--- src/rtl/vend_pkg.sv ---
// Shared definitions for the parametrised vending controller: coin codes,
// coin value/legality helpers and the controller state encoding.
package vend_pkg;

  localparam logic [1:0] COIN_NICKEL  = 2'd0;
  localparam logic [1:0] COIN_DIME    = 2'd1;
  localparam logic [1:0] COIN_QUARTER = 2'd2;
  localparam logic [1:0] COIN_DOLLAR  = 2'd3;

  typedef enum logic [1:0] {
    IDLE     = 2'd0,
    CREDIT   = 2'd1,
    DISPENSE = 2'd2,
    CHANGE   = 2'd3
  } state_t;

  function automatic logic [6:0] coin_value(input logic [1:0] code);
    case (code)
      COIN_NICKEL:  return 7'd5;
      COIN_DIME:    return 7'd10;
      COIN_QUARTER: return 7'd25;
      default:      return 7'd100;
    endcase
  endfunction

  // Callers zero-extend their amount so the check works for any AMT_W.
  function automatic logic is_legal_coin(input logic [31:0] amt);
    return (amt == 32'd5) || (amt == 32'd10) || (amt == 32'd25) || (amt == 32'd100);
  endfunction

endpackage

--- src/rtl/change_dispenser.sv ---
// Greedy change picker with the hopper handshake. The offered coin is a pure
// function of the remaining credit, so it is stable while the hopper stalls.
module change_dispenser
  import vend_pkg::*;
#(
  parameter int AMT_W = 8
) (
  input  logic [AMT_W-1:0] credit,
  input  logic             chg_ready,
  input  logic             active,
  output logic             chg_valid,
  output logic [1:0]       chg_coin,
  output logic [AMT_W-1:0] dec
);

  logic [31:0] credit_ext;

  assign credit_ext = 32'(credit);

  always_comb begin
    chg_coin = COIN_NICKEL;
    if (credit_ext >= 32'd100)     chg_coin = COIN_DOLLAR;
    else if (credit_ext >= 32'd25) chg_coin = COIN_QUARTER;
    else if (credit_ext >= 32'd10) chg_coin = COIN_DIME;
  end

  assign chg_valid = active;
  assign dec       = (active && chg_ready) ? AMT_W'(coin_value(chg_coin)) : '0;

endmodule

--- src/rtl/vend_ctrl_param.sv ---
// Parametrised vending controller: coin acceptance with saturation, item
// selection against a price table, and greedy change/refund over valid/ready.
//
// Change handshake: chg_valid offers chg_coin; a coin is transferred on every
// cycle where chg_valid && chg_ready at the rising clock edge. While chg_ready
// is low, chg_valid stays high and chg_coin does not change.
module vend_ctrl_param
  import vend_pkg::*;
#(
  parameter int N_ITEMS    = 8,
  parameter int SEL_W      = 3,
  parameter int AMT_W      = 8,
  parameter int MAX_CREDIT = 255,
  parameter logic [N_ITEMS*AMT_W-1:0] PRICES =
    {8'd50, 8'd45, 8'd40, 8'd35, 8'd30, 8'd25, 8'd20, 8'd15}
) (
  input  logic             clk,
  input  logic             rst,
  input  logic             coin_valid,
  input  logic [AMT_W-1:0] coin_amt,
  input  logic             sel_valid,
  input  logic [SEL_W-1:0] sel,
  input  logic             cancel,
  input  logic             chg_ready,
  output logic [AMT_W-1:0] credit,
  output logic             coin_reject,
  output logic             sel_err,
  output logic             dispense_valid,
  output logic [SEL_W-1:0] item_dispensed,
  output logic             chg_valid,
  output logic [1:0]       chg_coin,
  output logic             busy,
  output logic [1:0]       state
);

  localparam logic [AMT_W:0] MAX_SUM = (AMT_W+1)'(MAX_CREDIT);

  state_t           state_q, state_d;
  logic [AMT_W-1:0] credit_q, credit_d;
  logic             coin_reject_q, coin_reject_d;
  logic             sel_err_q, sel_err_d;
  logic             dispense_q, dispense_d;
  logic [SEL_W-1:0] item_q, item_d;

  logic [AMT_W:0]   coin_sum;
  logic             coin_ok;
  logic [AMT_W-1:0] price;
  logic             sel_in_range;
  logic [AMT_W-1:0] chg_dec;

  change_dispenser #(.AMT_W(AMT_W)) u_change (
    .credit    (credit_q),
    .chg_ready (chg_ready),
    .active    (state_q == CHANGE),
    .chg_valid (chg_valid),
    .chg_coin  (chg_coin),
    .dec       (chg_dec)
  );

  // Loop lookup keeps out-of-range indices from reading past the table.
  always_comb begin
    price        = '0;
    sel_in_range = 1'b0;
    for (int i = 0; i < N_ITEMS; i++) begin
      if (32'(sel) == 32'(i)) begin
        price        = PRICES[i*AMT_W +: AMT_W];
        sel_in_range = 1'b1;
      end
    end
  end

  assign coin_sum = {1'b0, credit_q} + {1'b0, coin_amt};
  assign coin_ok  = is_legal_coin(32'(coin_amt)) && (coin_sum <= MAX_SUM);

  always_comb begin
    state_d       = state_q;
    credit_d      = credit_q;
    coin_reject_d = 1'b0;
    sel_err_d     = 1'b0;
    dispense_d    = 1'b0;
    item_d        = '0;
    case (state_q)
      IDLE, CREDIT: begin
        // cancel beats selection beats coin; a losing coin is rejected
        if (cancel && state_q == CREDIT) begin
          state_d       = CHANGE;
          coin_reject_d = coin_valid;
        end else if (sel_valid) begin
          coin_reject_d = coin_valid;
          if (!sel_in_range || credit_q < price) begin
            sel_err_d = 1'b1;
          end else begin
            state_d    = DISPENSE;
            credit_d   = credit_q - price;
            dispense_d = 1'b1;
            item_d     = sel;
          end
        end else if (coin_valid) begin
          if (coin_ok) begin
            credit_d = coin_sum[AMT_W-1:0];
            state_d  = CREDIT;
          end else begin
            coin_reject_d = 1'b1;
          end
        end
      end
      DISPENSE: begin
        coin_reject_d = coin_valid;
        state_d       = (credit_q != '0) ? CHANGE : IDLE;
      end
      default: begin
        coin_reject_d = coin_valid;
        credit_d      = credit_q - chg_dec;
        if (credit_d == '0) state_d = IDLE;
      end
    endcase
  end

  always_ff @(posedge clk) begin
    if (rst) begin
      state_q       <= IDLE;
      credit_q      <= '0;
      coin_reject_q <= 1'b0;
      sel_err_q     <= 1'b0;
      dispense_q    <= 1'b0;
      item_q        <= '0;
    end else begin
      state_q       <= state_d;
      credit_q      <= credit_d;
      coin_reject_q <= coin_reject_d;
      sel_err_q     <= sel_err_d;
      dispense_q    <= dispense_d;
      item_q        <= item_d;
    end
  end

  assign credit         = credit_q;
  assign coin_reject    = coin_reject_q;
  assign sel_err        = sel_err_q;
  assign dispense_valid = dispense_q;
  assign item_dispensed = item_q;
  assign busy           = (state_q == DISPENSE) || (state_q == CHANGE);
  assign state          = state_q;

  for (genvar gi = 0; gi < N_ITEMS; gi++) begin : g_price_chk
    price_mult5: assert property (@(posedge clk)
      (PRICES[gi*AMT_W +: AMT_W] != '0) && ((PRICES[gi*AMT_W +: AMT_W] % AMT_W'(5)) == '0));
  end

  credit_mult5: assert property (@(posedge clk) disable iff (rst)
    (credit_q % AMT_W'(5)) == '0);

  chg_coin_stable: assert property (@(posedge clk) disable iff (rst)
    (chg_valid && !chg_ready) |=> $stable(chg_coin));

endmodule

--- config.mk ---
export PLATFORM = sky130hd
export DESIGN_NAME = vend_ctrl_param
export DESIGN_NICKNAME = d
export VERILOG_FILES = /design/src/rtl/vend_pkg.sv /design/src/rtl/change_dispenser.sv /design/src/rtl/vend_ctrl_param.sv
export SDC_FILE = /design/constraint.sdc
export NUM_CORES = 1
export LEC_CHECK = 0
export BUFFER_PORTS_ARGS = -buffer_cell sky130_fd_sc_hd__buf_2
export CORE_ASPECT_RATIO = 1.25
export CORE_MARGIN = 8
export CORE_UTILIZATION = 45
export CTS_BUF_LIST = sky130_fd_sc_hd__clkbuf_16
export CTS_CLUSTER_DIAMETER = 30
export DETAILED_ROUTE_END_ITERATION = 8
export PLACE_DENSITY_LB_ADDON = 0.25
export SYNTH_ARGS = -nofsm -noshare
export SYNTH_HDL_FRONTEND = slang
export SYNTH_SLANG_ARGS = --single-unit
--- constraint.sdc ---
create_clock -name clk -period 3.05 [get_ports clk]
set_input_delay 0.305 -clock clk [delete_from_list [all_inputs] [get_ports clk]]
set_output_delay 0.305 -clock clk [all_outputs]
set_load 0.005 [all_outputs]
==> load_flow_metrics.sql <==
INSERT INTO impl_metrics (metric_group, metric, value, unit) VALUES
('logic_synthesis', 'share_of_flip_flops_with_an_asynchronous_set_or_reset_after_synthesis', '0', '%'),
('finish', 'insertedDiodeCount', '0', ''),
('sta', 'slew_margin_rel', '70.7', '%'),
('sta', 'worst_clk_skew', '0.000909', 'ns'),
('power_and_ir_drop', 'clock_power_share', '9.3', '%'),
('finish', 'area_delta_synth_final', '32.9', '%'),
('setup_path', 'r2r_slack', '0.01', 'ns'),
('sta', 'setup_repair_after_global_routing_missed_its_margin', 'true', ''),
('power_and_ir_drop', 'power.density_cell_area', '973', 'nW/um2'),
('global_route', 'global_route_wire_length_before_repair', '10.3', 'mm'),
('placement', 'detailed_place_hpwl', '4.81', 'mm'),
('power_and_ir_drop', 'power_report.internal_total', '0.00146', 'W'),
('finish', 'postLayoutCoreUtil', '62.7', '%'),
('global_route', 'overflow', '0', ''),
('power_and_ir_drop', 'power.leakage', '1.32', 'nW'),
('finish', 'layout-drive-gt1-share', '31.2', '%'),
('clock_tree', 'cts_num_sinks', '16', ''),
('setup_path', 'setup.worst_path.end_class', 'flop', ''),
('logic_synthesis', 'share_of_synthesized_area_occupied_by_flip_flops_and_latches', '15.3', '%'),
('min_path', 'hold_path.class', 'in2reg', ''),
('min_path', 'worst_hold_path.endpoint', 'coin_reject', ''),
('drt', 'vias_per_cell', '5.67', ''),
('drt', 'remaining_drc_errors', '0', ''),
('logic_synthesis', 'synth_fp_nets', '318', ''),
('clock_tree', 'post-cts-setup-buffers', '0', ''),
('finish', 'final.fill_count', '391', ''),
('setup_path', 'worst_path_max_delay_cell', 'sky130_fd_sc_hd__or3_4', ''),
('sta', 'fmaxAchievable', '0.329', 'GHz'),
('setup_path', 'crit_type', 'reg2reg', ''),
('power_and_ir_drop', 'p_switching', '0.00123', 'W'),
('die', 'initial_utilization', '47.2', '%'),
('drt', 'num_vias', '2201', ''),
('drt', 'wl_per_cell', '16.2', 'um'),
('logic_synthesis', 'synthTopCellsByCount', 'sky130_fd_sc_hd__ha_1, sky130_fd_sc_hd__nor2_1, sky130_fd_sc_hd__nand2_1', ''),
('clock_tree', 'cts-buffers-inserted', '3', ''),
('setup_path', 'cp-start-kind', 'flop', ''),
('sta', 'timing.final.crit_share', '99.5', '%'),
('job', 'drv_cap', '0', ''),
('sta', 'worst_slew_pin_slew', '0.429', 'ns'),
('global_route', 'grt.total_usage', '17.4', '%'),
('finish', 'net_count_final', '380', ''),
('power_and_ir_drop', 'vdd.ir_drop.worst', '521', 'uV'),
('setup_path', 'timing.critical_path.required', '3.24', 'ns'),
('sta', 'finalMaxSlewViolations', '0', ''),
('global_route', 'grt_antenna_before_repair', '0', ''),
('clock_tree', 'htree_num_levels', '1', ''),
('global_route', 'grt_pass1_vias', '2217', ''),
('drt', 'antenna_violating_nets_post_route', '0', ''),
('drt', 'initial_drc_count', '108', ''),
('drt', 'wl', '6.27', 'mm'),
('power_and_ir_drop', 'power_frac_comb', '79.3', '%'),
('logic_synthesis', 'synth_cell_types', '56', ''),
('die', 'floorplan.io_pins', '37', ''),
('clock_tree', 'clock_tree.buffer_depth', '2', ''),
('placement', 'routabilityCongestion', '0.917', ''),
('logic_synthesis', 'synth_top_cell_by_area', 'sky130_fd_sc_hd__ha_1', ''),
('logic_synthesis', 'yosys_most_used_dff', 'sky130_fd_sc_hd__dfxtp_1', ''),
('die', 'design.die.area', '7090', 'um2'),
('setup_path', 'worst_r2r_endpoint', 'credit[7]', ''),
('logic_synthesis', 'syn_inst', '269', ''),
('clock_tree', 'cts_tree', 'built', ''),
('outcome', 'run_status', 'finished, final reports clean', ''),
('placement', 'port_buffers', '36', ''),
('logic_synthesis', 'synth-warning-count', '0', ''),
('min_path', 'hold_path_startpoint', 'coin_valid', ''),
('sta', 'hold_violations', '0', ''),
('power_and_ir_drop', 'part_of_the_power_in_registers', '11.4', '%'),
('power_and_ir_drop', 'report.power.total', '0.00270', 'W'),
('clock_tree', 'clock_tree.root_cell', 'sky130_fd_sc_hd__clkbuf_16', ''),
('setup_path', 'crit_path_max_incr_delay', '0.40', 'ns'),
('finish', 'multi_input_comb_area', '1850', 'um2');
[final cells by class]
class / count / area share (%)
Multi-Input combinational cell: 230 / 66.6
Timing Repair Buffer: 64 / 14.1
Sequential cell: 16 / 11.7
Clock buffer: 3 / 2.71
Tap cell: 58 / 2.62
Inverter: 16 / 2.17
Clock inverter: 1 / 0.135
[through the flow]
step | area, um2 | hold slack [ns] | std cells | worst slack (ns) | TNS (ns)
global route | 2770 | 0.339 | 388 | -0.107 | -0.389
detailed placement | 2570 | 0.572 | 384 | -0.172 | -0.543
finish | 2770 | 0.319 | 388 | 0.0142 | 0
CTS | 2720 | 0.319 | 388 | 0.0245 | 0
global placement | 2570 | 0.579 | 384 | -0.121 | -0.326
floorplan | 2160 | 0.427 | 269 | -0.116 | -0.327
[worst max path at each step]
stage,startpoint,to,cells past startpoint
after global placement,credit[0],state[1],13
after CTS,credit[0],credit[7],11
after floorplan,credit[6],credit[7],13
final,credit[6],credit[7],13
after global routing,credit[0],state[1],12
after detailed placement,credit[0],state[1],13
[flip-flops by register name, summed over array words and instances (netlist names)]
signal and cells:
state 2, item_dispensed 3, sel_err 1, credit 8, coin_reject 1, dispense_valid 1
[layer usage]
layer | track usage (%) | wire [um]
met1 | 20.8 | 2760
met2 | 30.3 | 3110
met3 | 3.61 | 294
met4 | 5.31 | 116
met5 | 0 | 0
[worst max-delay path: cells and delay by family, from the launching register on]
kind / cells / cell delay, ns
AOI/OAI and AO/OA: 7 / 1.41
buffers and inverters: 1 / 0.08
and+or+nand+nor: 2 / 0.48
DFF: 1 / 0.31
adders and majority gates: 2 / 0.56
xor gates and xnor gates: 1 / 0.15
[cell families (layout without fill, tap and decap cells)]
family	after synthesis	count (layout)	share of synthesized area, %
flops	16	16	15.3
buf+inv	23	84	4.14
mux	6	6	3.36
compound gates	89	89	30.5
fa+ha+maj	32	32	20.3
xor+xnor	12	12	5.04
simple gates	91	91	21.4
[what timing repair did]
item                       CTS  global route
setup endpoints to repair    6             7
resized for setup           13            15
pin swaps                    7             8
[power groups by stage]
stage          sequential, W  clock (W)  combinational [W]
2_1_floorplan       0.000352          0            0.00124
3_3_place_gp        0.000305          0            0.00182
3_5_place_dp        0.000306          0            0.00185
4_1_cts             0.000303   0.000255            0.00202
5_1_grt             0.000312   0.000267            0.00234
6_report            0.000307   0.000252            0.00214
[layout by cell type (no fill, tap or decap), types with 3 or more instances in the layout]
cell                        count
sky130_fd_sc_hd__a211oi_1       5
sky130_fd_sc_hd__a211oi_2       4
sky130_fd_sc_hd__a21o_1         6
sky130_fd_sc_hd__a21oi_1       13
sky130_fd_sc_hd__a221oi_1       3
sky130_fd_sc_hd__and2_1         4
sky130_fd_sc_hd__and3_1         4
sky130_fd_sc_hd__buf_2         36
sky130_fd_sc_hd__buf_4         28
sky130_fd_sc_hd__clkbuf_16      3
sky130_fd_sc_hd__dfxtp_1       12
sky130_fd_sc_hd__dfxtp_2        4
sky130_fd_sc_hd__ha_1          24
sky130_fd_sc_hd__ha_4           3
sky130_fd_sc_hd__inv_1         14
sky130_fd_sc_hd__mux2i_1        4
sky130_fd_sc_hd__nand2_1       19
sky130_fd_sc_hd__nand2b_1       3
sky130_fd_sc_hd__nor2_1        29
sky130_fd_sc_hd__nor2b_1        8
sky130_fd_sc_hd__nor3_1         6
sky130_fd_sc_hd__nor4_1         3
sky130_fd_sc_hd__o21a_1         5
sky130_fd_sc_hd__o21ai_0       14
sky130_fd_sc_hd__o21ai_1        6
sky130_fd_sc_hd__or3_4          3
sky130_fd_sc_hd__xnor2_1        4
sky130_fd_sc_hd__xor2_1         6
No activity file was read; power rests on OpenSTA's default activity.
